File: config.mk
export PLATFORM = sky130hd
export DESIGN_NAME = mod_counter
export DESIGN_NICKNAME = d
export VERILOG_FILES = /design/src/rtl/counter_pkg.sv /design/src/rtl/count_next.sv /design/src/rtl/mod_counter.sv
export SDC_FILE = /design/constraint.sdc
export NUM_CORES = 1
export LEC_CHECK = 0
export CORE_MARGIN = 1
export CORE_UTILIZATION = 39
export DETAILED_ROUTE_END_ITERATION = 7
export PLACE_DENSITY = 0.78
export SETUP_SLACK_MARGIN = 0.1
export SLEW_MARGIN = 5
export SYNTH_ARGS = -nofsm -noshare
export SYNTH_HDL_FRONTEND = slang
export SYNTH_SLANG_ARGS = --single-unit
File: constraint.sdc
create_clock -name clk -period 1.7 [get_ports clk]
set_clock_uncertainty 0.1 [all_clocks]
set_input_delay 0.17 -clock clk [delete_from_list [all_inputs] [get_ports clk]]
set_output_delay 0.17 -clock clk [all_outputs]
set_load 0.05 [all_outputs]
File: src/rtl/counter_pkg.sv
// Shared types and constants for the modulo counter.
// The boundary mode and the default counter width are kept here.
package counter_pkg;

  typedef enum logic {
    MODE_WRAP = 1'b0,
    MODE_SAT  = 1'b1
  } mode_e;

  localparam int DEFAULT_WIDTH = 4;

endpackage

File: src/rtl/count_next.sv
// Combinational next-count and boundary detection for the modulo counter.
// The result depends only on the current count, the limit, the direction and the boundary mode.
module count_next
  import counter_pkg::*;
#(
  parameter int    WIDTH = DEFAULT_WIDTH,
  parameter mode_e MODE  = MODE_WRAP
) (
  input  logic [WIDTH-1:0] count_i,
  input  logic [WIDTH-1:0] lim_i,
  input  logic             up_i,
  output logic [WIDTH-1:0] next_o,
  output logic             boundary_o
);

  localparam logic [WIDTH-1:0] ONE = {{(WIDTH-1){1'b0}}, 1'b1};

  always_comb begin
    next_o     = count_i;
    boundary_o = 1'b0;
    if (up_i) begin
      // Counts above the limit are treated as having reached it.
      if (count_i >= lim_i) begin
        boundary_o = 1'b1;
        next_o     = (MODE == MODE_SAT) ? lim_i : '0;
      end else begin
        next_o = count_i + ONE;
      end
    end else begin
      if (count_i == '0) begin
        boundary_o = 1'b1;
        next_o     = (MODE == MODE_SAT) ? '0 : lim_i;
      end else if (count_i > lim_i) begin
        next_o = lim_i;
      end else begin
        next_o = count_i - ONE;
      end
    end
  end

endmodule

File: src/rtl/mod_counter.sv
// Loadable up/down modulo counter with wrap or saturate behaviour at the limit.
// All state lives here; the next-count arithmetic comes from count_next.
module mod_counter
  import counter_pkg::*;
#(
  parameter int WIDTH    = DEFAULT_WIDTH,
  parameter int SATURATE = 0
) (
  input  logic             clk,
  input  logic             rst,
  input  logic             clr,
  input  logic             ld,
  input  logic             en,
  input  logic             up,
  input  logic [WIDTH-1:0] PI,
  input  logic [WIDTH-1:0] lim,
  output logic [WIDTH-1:0] C,
  output logic             cout,
  output logic             zero
);

  localparam mode_e MODE = (SATURATE != 0) ? MODE_SAT : MODE_WRAP;

  if (WIDTH < 2 || WIDTH > 32) begin : g_bad_width
    $error("mod_counter: WIDTH must be in the range 2..32");
  end

  logic [WIDTH-1:0] count_q, count_d;
  logic             cout_q, cout_d;
  logic [WIDTH-1:0] stepValue;
  logic             stepBoundary;

  count_next #(
    .WIDTH(WIDTH),
    .MODE (MODE)
  ) u_count_next (
    .count_i   (count_q),
    .lim_i     (lim),
    .up_i      (up),
    .next_o    (stepValue),
    .boundary_o(stepBoundary)
  );

  // Priority below reset: clear, then load, then count; idle cycles drop cout.
  always_comb begin
    count_d = count_q;
    cout_d  = 1'b0;
    if (clr) begin
      count_d = '0;
    end else if (ld) begin
      count_d = PI;
    end else if (en) begin
      count_d = stepValue;
      cout_d  = stepBoundary;
    end
  end

  always_ff @(posedge clk) begin
    if (rst) begin
      count_q <= '0;
      cout_q  <= 1'b0;
    end else begin
      count_q <= count_d;
      cout_q  <= cout_d;
    end
  end

  assign C    = count_q;
  assign cout = cout_q;
  assign zero = (count_q == '0);

endmodule

==> results.toml, run 1 <==
[cts]
cts_hold_buf = 0
numCtsBuffers = 3
cts_tree = "built"
cts_root_buf = "clkbuf_4"
h-tree-depth = 1
clk_pin_slew_ns = 0.05
clock_latency_ns = 0.25
cts_sinks = 5
cts_buffer_depth = 2

[final_layout]
antenna_cells = 0
register_area_um2 = 113
layout-drive-gt1-share_pct = 42.7
final_util_pct = 78.6
fin_area_um2 = 1040
nNetsFinal = 131
multi_input_area_um2 = 537
areaGrowthSynthToFinish_pct = 84.0
fillCellCount = 97

[place]
dp_hpwl_um = 1420
finalWeightedCongestion = 0.764
port_buffers = 19
placed_area_um2 = 923

[worst_setup_path]
cp.buffers_inverters = 1
path_cells = "inv_6 > ha_4 > nand4_1 > or2_1 > o21ai_4 > nor4b_2 > a211o_1"
critPathMaxFanout = 4
critPathArrivalTime_ns = 1.73
endpoint_kind = "flop"
slowest_delay_ns = 0.36
path_class = "reg2reg"
cpMaxStageDelayCell = "dfxtp_4"
crit_family = "simple AND/OR/NAND/NOR gates"
startpoint_type = "flop"
cp.required_ns = 1.73

[global_route]
grt_overflow = 0
antenna_found_initial = 0
grt_max_degree = 10
grt_pass1_vias = 682
grt_pass1_wl_um = 2860
grt.total_usage_pct = 27.9

[drt]
vias = 710
drc_errors = 0
drt_iter0_markers = 25
wl_um = 1870
first_pass_iters = 4
antenna_left = 0
wl_per_cell_um = 15.0
via_per_inst = 5.68

[die]
top_level_ports = 20
die_width_um = 40.0
rows = 13
die-height_um = 40.0
coreArea_um2 = 1320
initial_core_util_pct = 42.7
die_area_um2 = 1600

[sta]
hold_viol_final = 0
grt_setup_unrepaired = "true"
worst_slew_pin_slew_ns = 0.466
period_needed_ns = 1.70
slew_headroom_pct = 68.6
fmax_mhz = 588
setup-violations-final = 1
min_period_over_period_pct = 100
setup_ws_ns = -0.000440
finalMaxSlewViolations = 0

[yosys]
synth.avg_cell_area_um2 = 7.82
synthCells = 72
ys_ff_latch = 5
syn_area_um2 = 563
ys_types = 35
synth.yosys.seq_area_share_pct = 17.8
yosys_warnings = 0
syn_nets = 92

[worst_hold_path]
min_path_type = "in2reg"

[status]
violations = "setup timing"
status = "complete, but fails checks"

[pwr]
power.density_nw_per_um2 = 584
p_total_mw = 0.605
irDropWorstVdd_mv = 0.441
leakage_nw = 0.460

[flow_run]
max_cap_viol_count = 0
[placed cells by master, fill, tap and decap left out, drive strengths merged]
cell type / n
or2: 1
a2bb2oi: 1
nand4: 2
xor2: 2
mux2i: 1
nand2b: 3
nor2: 3
o21ai: 4
nor3: 5
nor3b: 2
nor4b: 1
o211ai: 1
o211a: 2
nand2: 3
a21oi: 6
nand3b: 1
xnor2: 2
nand3: 1
a21boi: 1
inv: 8
dfxtp: 5
nor2b: 1
o311ai: 2
ha: 6
o21a: 2
a21o: 1
a2111oi: 1
dlygate4sd2: 4
clkdlybuf4s50: 9
o221ai: 1
clkbuf: 4
buf: 22
a211o: 2
[worst register-to-register path: stages (launching register included)]
cell     delay [ns]
dfxtp_4        0.36
inv_6          0.04
ha_4           0.24
nand4_1        0.11
or2_1          0.29
o21ai_4        0.11
nor4b_2        0.08
a211o_1        0.25
[through the flow]
stage                     cells  hold WS [ns]  worst slack (ns)  setup TNS (ns)
after global placement      119         0.521            -0.425           -1.86
after global routing        125         0.497           -0.0753          -0.225
after floorplan              72         0.234            -0.339           -1.13
after CTS                   125         0.428           -0.0171         -0.0402
after detailed placement    119         0.523            -0.472           -2.12
final                       125         0.424         -0.000440       -0.000440
[routing by layer]
metal,wire length [um],track usage [%]
met1,732,30.0
met2,1000,49.6
met3,124,10.0
met4,15,9.48
met5,0,0
[timing repair]
action                                  CTS  global route
hold endpoints to repair                  0             0
endpoints found under the setup margin    5             6
buffers inserted                          2             0
pin swaps                                14             4
gates resized for setup                  15             3
[where the power goes]
part	internal, mW	leakage, nW	switching (mW)
registers	0.123	0.0434	0.00758
logic	0.164	0.401	0.159
clock network	0.0896	0.0150	0.0610
[final timing paths]
| path | startpoint | to | slack [ns] | cells past startpoint |
|---|---|---|---|---|
| max | C[0] | C[0] | -0.0004 | 7 |
| min | lim[1] | C[1] | 0.42 | 5 |
| max reg2reg | C[0] | C[0] | -0.0004 | 7 |
| min reg2reg | C[1] | C[1] | 0.71 | 4 |
[cell usage after synthesis]
| library cell | count | area, um^2 |
|---|---|---|
| or2_1 | 1 | 6.26 |
| o211ai_1 | 1 | 7.51 |
| a21boi_0 | 1 | 7.51 |
| o21ai_0 | 2 | 10.0 |
| nor2_1 | 3 | 11.3 |
| nand2b_1 | 3 | 18.8 |
| nor2b_1 | 1 | 6.26 |
| clkbuf_1 | 1 | 3.75 |
| nand3_1 | 1 | 5.00 |
| o311ai_1 | 1 | 8.76 |
| a2bb2oi_1 | 1 | 8.76 |
| nand4_1 | 2 | 12.5 |
| o21a_1 | 2 | 15.0 |
| nor3b_2 | 1 | 12.5 |
| nor3b_1 | 1 | 7.51 |
| xor2_1 | 2 | 17.5 |
| o311ai_0 | 1 | 8.76 |
| o21ai_1 | 1 | 5.00 |
| xnor2_1 | 2 | 17.5 |
| a21oi_1 | 5 | 25.0 |
| nand2_1 | 3 | 11.3 |
| a2111oi_0 | 1 | 8.76 |
| nand3b_1 | 1 | 7.51 |
| a211o_1 | 2 | 17.5 |
| a21oi_2 | 1 | 8.76 |
| nor4b_1 | 1 | 8.76 |
| dfxtp_1 | 5 | 100 |
| nor3_1 | 5 | 25.0 |
| o21ai_2 | 1 | 8.76 |
| o221ai_1 | 1 | 8.76 |
| a21o_1 | 1 | 7.51 |
| o211a_1 | 2 | 20.0 |
| inv_1 | 8 | 30.0 |
| mux2i_1 | 1 | 10.0 |
| ha_1 | 6 | 75.1 |
[kinds of logic (layout without fill, tap and decap cells)]
kind of cell | after synthesis | count (layout) | share of synthesized area [%]
compound gates | 24 | 24 | 31.3
xor+xnor | 4 | 4 | 6.22
buf+inv | 9 | 47 | 6.00
simple gates | 23 | 23 | 23.6
flops | 5 | 5 | 17.8
fa+ha+maj | 6 | 6 | 13.3
mux | 1 | 1 | 1.78
[sequential cells by signal, summed over array words and instances, names as in the netlist]
register	cells
C	4
cout	1
[layout make-up]
| type | count | share of cell area [%] |
|---|---|---|
| clock buffers | 4 | 2.54 |
| repair buffers | 35 | 29.6 |
| flip-flops and latches | 5 | 10.9 |
| well taps | 15 | 1.81 |
| inverters | 8 | 3.38 |
| multi-input cells | 58 | 51.8 |
Note: power is estimated with default switching activity, not from simulation.
==> run 2: changes to the inputs <==
--- a/config.mk
+++ b/config.mk
@@ -10,6 +10,7 @@
 export DETAILED_ROUTE_END_ITERATION = 7
 export PLACE_DENSITY = 0.78
 export SETUP_SLACK_MARGIN = 0.1
+export SKIP_LAST_GASP = 1
 export SLEW_MARGIN = 5
 export SYNTH_ARGS = -nofsm -noshare
 export SYNTH_HDL_FRONTEND = slang
==> constraint.sdc (replaced) <==
create_clock -name clk -period 1.7 [get_ports clk]
set_clock_uncertainty 0.1 [all_clocks]
set_input_delay 0.17 -clock clk [delete_from_list [all_inputs] [get_ports clk]]
set_output_delay 0.17 -clock clk [all_outputs]
set_load 0.005 [all_outputs]
==> run 2 against run 1 <==
  * The run still ends with setup timing left
  * Highest routed layer unchanged
  * Wire length grew 17%
  * Combinational power shrank 6%
  * Maximum frequency shrank 7.3%
==> results.toml, run 2 (synthesized netlist as in run 1, its figures left out) <==
[status]
status = "complete, but fails checks"
violations = "setup timing"

[sta]
hold_viol_final = 0
worst_slew_pin_slew_ns = 0.526
period_needed_ns = 1.83
slew_headroom_pct = 64.5
min_period_over_period_pct = 108
setup-violations-final = 4
setup_ws_ns = -0.134
grt_setup_unrepaired = "true"
fmax_mhz = 545
holdWs_ns = 0.416
finalMaxSlewViolations = 0

[worst_setup_path]
cp.required_ns = 1.77
rr_worst_depth = 6
endpoint_kind = "flop"
r2r_end = "C[1]"
r2r_slack_ns = -0.13
path_class = "in2reg"
startpoint_type = "input pin"
rr_startpoint = "C[1]"
critPathArrivalTime_ns = 1.91
crit_path_start = "lim[0]"
critPathMaxFanout = 2

[cts]
cts_hold_buf = 0
h-tree-depth = 1
cts_tree = "built"
numCtsBuffers = 3
cts_root_buf = "clkbuf_4"
cts_buffer_depth = 2
clock_latency_ns = 0.25
clk_pin_slew_ns = 0.04
cts_sinks = 5

[worst_hold_path]
hold-path-cell-count = 3
hp-start = "lim[2]"
min_to = "C[2]"
min_path_type = "in2reg"

[global_route]
grt_overflow = 0
grt_max_degree = 8
grt_pass1_vias = 683
grt_pass1_wl_um = 3170
antenna_found_initial = 0
grt.total_usage_pct = 31.6

[final_layout]
layout.cells.non_filler = 129
layout-drive-gt1-share_pct = 40.4
antenna_cells = 0
final_common_cell = "buf_4"
final_util_pct = 82.1
nNetsFinal = 135
largest_reg_flops = 4
fillCellCount = 76
areaGrowthSynthToFinish_pct = 92.0
final_cell_mix = "19 x buf_4, 13 x clkdlybuf4s50_1, 5 x nor3_1, 5 x ha_4, 4 x inv_1"

[place]
finalWeightedCongestion = 0.804
dp_slack_ns = -0.472
dp_hpwl_um = 1530
port_buffers = 19
dp.cells = 120

[drt]
antenna_left = 0
drc_errors = 0
wl_um = 2180
vias = 768
first_pass_iters = 4
via_per_inst = 5.95
drt_iter0_markers = 15
wl_per_cell_um = 16.9

[die]
coreArea_um2 = 1320
initial_core_util_pct = 42.7
top_level_ports = 20
rows = 13
die-height_um = 40.0
die_width_um = 40.0
die_area_um2 = 1600

[flow_run]
max_cap_viol_count = 0

[pwr]
leakage_nw = 0.507
power.density_nw_per_um2 = 533
irDropWorstVdd_mv = 0.478
p_total_mw = 0.577
[run 2: cell types whose count changed in the layout (fill, tap and decap cells not counted), moves of 2 or more]
cell / delta
clkdlybuf4s50_1: +4
dlymetal6s2s_1: +3
dlygate4sd2_1: -2
inv_2: -2
inv_4: +2
[run 2: per-layer routing]
metal / wire length (um) / track usage [%]
met4: 91 / 20.7
met3: 146 / 12.8
met2: 1130 / 55.2
met5: 0 / 0
met1: 811 / 30.2
[run 2: worst max-delay path by stage]
stage            to  slack [ns]
6_report       C[3]       -0.13
5_1_grt        C[1]       -0.20
4_1_cts        C[1]       -0.07
3_5_place_dp   C[2]       -0.47
3_3_place_gp   C[2]       -0.36
2_1_floorplan  C[3]        0.05
[run 2: power by group]
group | leakage [nW] | internal (mW) | switching [mW] | total, mW
sequential | 0.0434 | 0.123 | 0.00796 | 0.131
clock | 0.0150 | 0.0889 | 0.0521 | 0.141
combinational | 0.449 | 0.172 | 0.132 | 0.305
[run 2: what timing repair did]
action	4_1_cts	5_1_grt
buffers inserted	2	3
pin swaps	9	11
endpoints found under the setup margin	6	8
resized for setup	14	14
[run 2: final cells by class]
class	count	area, um^2	share of cell area, %
Multi-Input combinational cell	58	544	50.3
Sequential cell	5	113	10.4
Inverter	8	35.0	3.24
Clock buffer	4	26.3	2.43
Tap cell	15	18.8	1.74
Timing Repair Buffer	39	344	31.8
[run 2: per-stage QoR]
stage	setup TNS, ns	area (um^2)
2_1_floorplan	0	628
3_3_place_gp	-1.47	946
3_5_place_dp	-1.98	946
4_1_cts	-0.229	1030
5_1_grt	-0.711	1080
6_report	-0.498	1080
[run 2: critical path, cell delays in order]
cell,delay [ns]
clkdlybuf4s50_1,0.49
ha_4,0.30
nand4_1,0.11
or2_4,0.29
o211a_1,0.13
a211o_1,0.29
a21oi_2,0.13
==> run 3: changes to the inputs <==
--- a/config.mk
+++ b/config.mk
@@ -5,10 +5,10 @@
 export SDC_FILE = /design/constraint.sdc
 export NUM_CORES = 1
 export LEC_CHECK = 0
-export CORE_MARGIN = 1
-export CORE_UTILIZATION = 39
+export CORE_AREA = 2 2 39 41
 export DETAILED_ROUTE_END_ITERATION = 7
-export PLACE_DENSITY = 0.78
+export DIE_AREA = 0 0 41 43
+export PLACE_DENSITY = 0.8
 export SETUP_SLACK_MARGIN = 0.1
 export SKIP_LAST_GASP = 1
 export SLEW_MARGIN = 5
==> constraint.sdc (replaced) <==
create_clock -name clk -period 2.35 [get_ports clk]
set_clock_uncertainty 0.1 [all_clocks]
set_input_delay 0.235 -clock clk [delete_from_list [all_inputs] [get_ports clk]]
set_output_delay 0.235 -clock clk [all_outputs]
set_load 0.005 [all_outputs]
==> run 3 against run 2 <==
  * The flow now finishes without violations
  * Critical path depth down 3
  * Critical endpoint is now zero
  * Highest routed layer unchanged
  * Setup slack better by 0.37 ns
  * Core utilization down 23 points
  * Largest cell class unchanged
==> results.toml, run 3 (synthesized netlist as in run 1, its figures left out) <==
[die]
initial_core_util_pct = 40.7
die-height_um = 43
rows = 14
die_area_um2 = 1760
coreArea_um2 = 1380
top_level_ports = 20
die_width_um = 41

[drt]
vias = 614
highest_layer = "met4"
drc_errors = 0
wirelength_met1_um = 617
wl_per_cell_um = 12.4
via_per_inst = 5.48
antenna_left = 0
drt_iter0_markers = 7
wl_um = 1390
met3_length_um = 64
wl_met2_um = 700
first_pass_iters = 4

[final_layout]
final_common_cell = "clkdlybuf4s50_1"
antenna_cells = 0
final_cell_mix = "19 x clkdlybuf4s50_1, 8 x inv_1, 6 x ha_1"
layout-drive-gt1-share_pct = 8.33
largest_reg_flops = 4
nNetsFinal = 117
areaGrowthSynthToFinish_pct = 45.1

[cts]
cts_buffer_depth = 2
cts_hold_buf = 0
cts_root_buf = "clkbuf_4"
cts_tree = "built"
clock_latency_ns = 0.25
numCtsBuffers = 3
h-tree-depth = 1
cts_sinks = 5
clk_pin_slew_ns = 0.05

[sta]
hold_viol_final = 0
worst_slew_pin_slew_ns = 0.458
fmax_mhz = 474
slew_headroom_pct = 69.1
setup-violations-final = 0
setup_ws_ns = 0.241
grt_setup_unrepaired = "false"
finalSetupTns_ns = 0
finalMaxSlewViolations = 0
period_needed_ns = 2.11
min_period_over_period_pct = 89.8

[place]
dp_hpwl_um = 1080
port_buffers = 19
finalWeightedCongestion = 0.833
dp_slack_ns = 0.127

[pwr]
leakage_nw = 0.352
seqPwrFrac_pct = 29.0
irDropWorstVdd_mv = 0.178
sw_frac_of_total_pct = 32.0
p_comb_share_pct = 40.5
clockPowerShare_pct = 30.5
power.density_nw_per_um2 = 414
p_sw_mw = 0.108
power.internal_mw = 0.230

[worst_setup_path]
cp.required_ns = 2.02
endpoint_kind = "output port"
rr_worst_depth = 6
startpoint_type = "flop"
critPathMaxFanout = 6
critPathArrivalTime_ns = 1.77
r2r_slack_ns = 0.33
path_class = "reg2out"

[global_route]
grt_pass1_wl_um = 2260
grt_max_degree = 13
antenna_found_initial = 0
grt.total_usage_pct = 18.8
grt_pass1_vias = 549
grt_overflow = 0

[status]
status = "completed"

[worst_hold_path]
hold-path-cell-count = 4
min_path_type = "in2reg"

[flow_run]
max_cap_viol_count = 0
==> run 3: changes by cell type in the layout (fill, tap and decap cells not counted), sizes merged <==
cell           previous run  this run
clkdlybuf4s50            13        19
dlymetal6s2s              3         0
buf                      20         2
clkbuf                    5         4
dlygate4sd2               2         0
==> run 3: final timing paths <==
check	from	to
setup / recovery	C[0]	zero
hold reg to reg	C[1]	C[1]
hold / removal	clr	C[2]
setup reg to reg	C[3]	C[3]
==> run 3: power groups by stage <==
stage / sequential (mW) / combinational, mW / clock, mW
3_5_place_dp: 0.0995 / 0.132 / 0
6_report: 0.0982 / 0.137 / 0.103
3_3_place_gp: 0.0993 / 0.130 / 0
4_1_cts: 0.0980 / 0.133 / 0.105
5_1_grt: 0.0991 / 0.152 / 0.109
2_1_floorplan: 0.0987 / 0.0758 / 0
==> run 3: layout make-up <==
| class | count | area [um^2] |
|---|---|---|
| clock buffer | 4 | 26.3 |
| fill | 151 | 567 |
| inverter | 8 | 30.0 |
| multi-input combinational | 58 | 435 |
| sequential | 5 | 100 |
| tap | 16 | 20.0 |
| timing repair buffer | 21 | 205 |
==> run 3: routing by layer <==
metal  up-vias  GRT usage (%)
li1        316              -
met1       275           23.2
met3         2           3.14
met2        21           29.4
met4         0           10.0
met5         -              0
==> run 3: critical path, stage by stage, from the launching register on <==
cell and delay [ns]:
dfxtp_1 0.36, inv_1 0.13, ha_1 0.22, nor3b_4 0.27, clkdlybuf4s50_1 0.54
==> run 3: repair_timing <==
action,in CTS,in global routing
gates resized for setup,0,1
setup endpoints to repair,0,1
setup buffers,0,0
==> run 3: through the flow <==
stage,hold WS [ns],util [%],instances,instance area (um^2),power (mW)
after global placement,0.666,56.7,108,785,0.229
after detailed placement,0.674,56.7,108,785,0.232
after global routing,0.638,59.0,112,817,0.360
after CTS,0.577,58.6,112,811,0.337
after floorplan,0.302,-,72,563,0.174
final,0.581,59.0,112,817,0.338
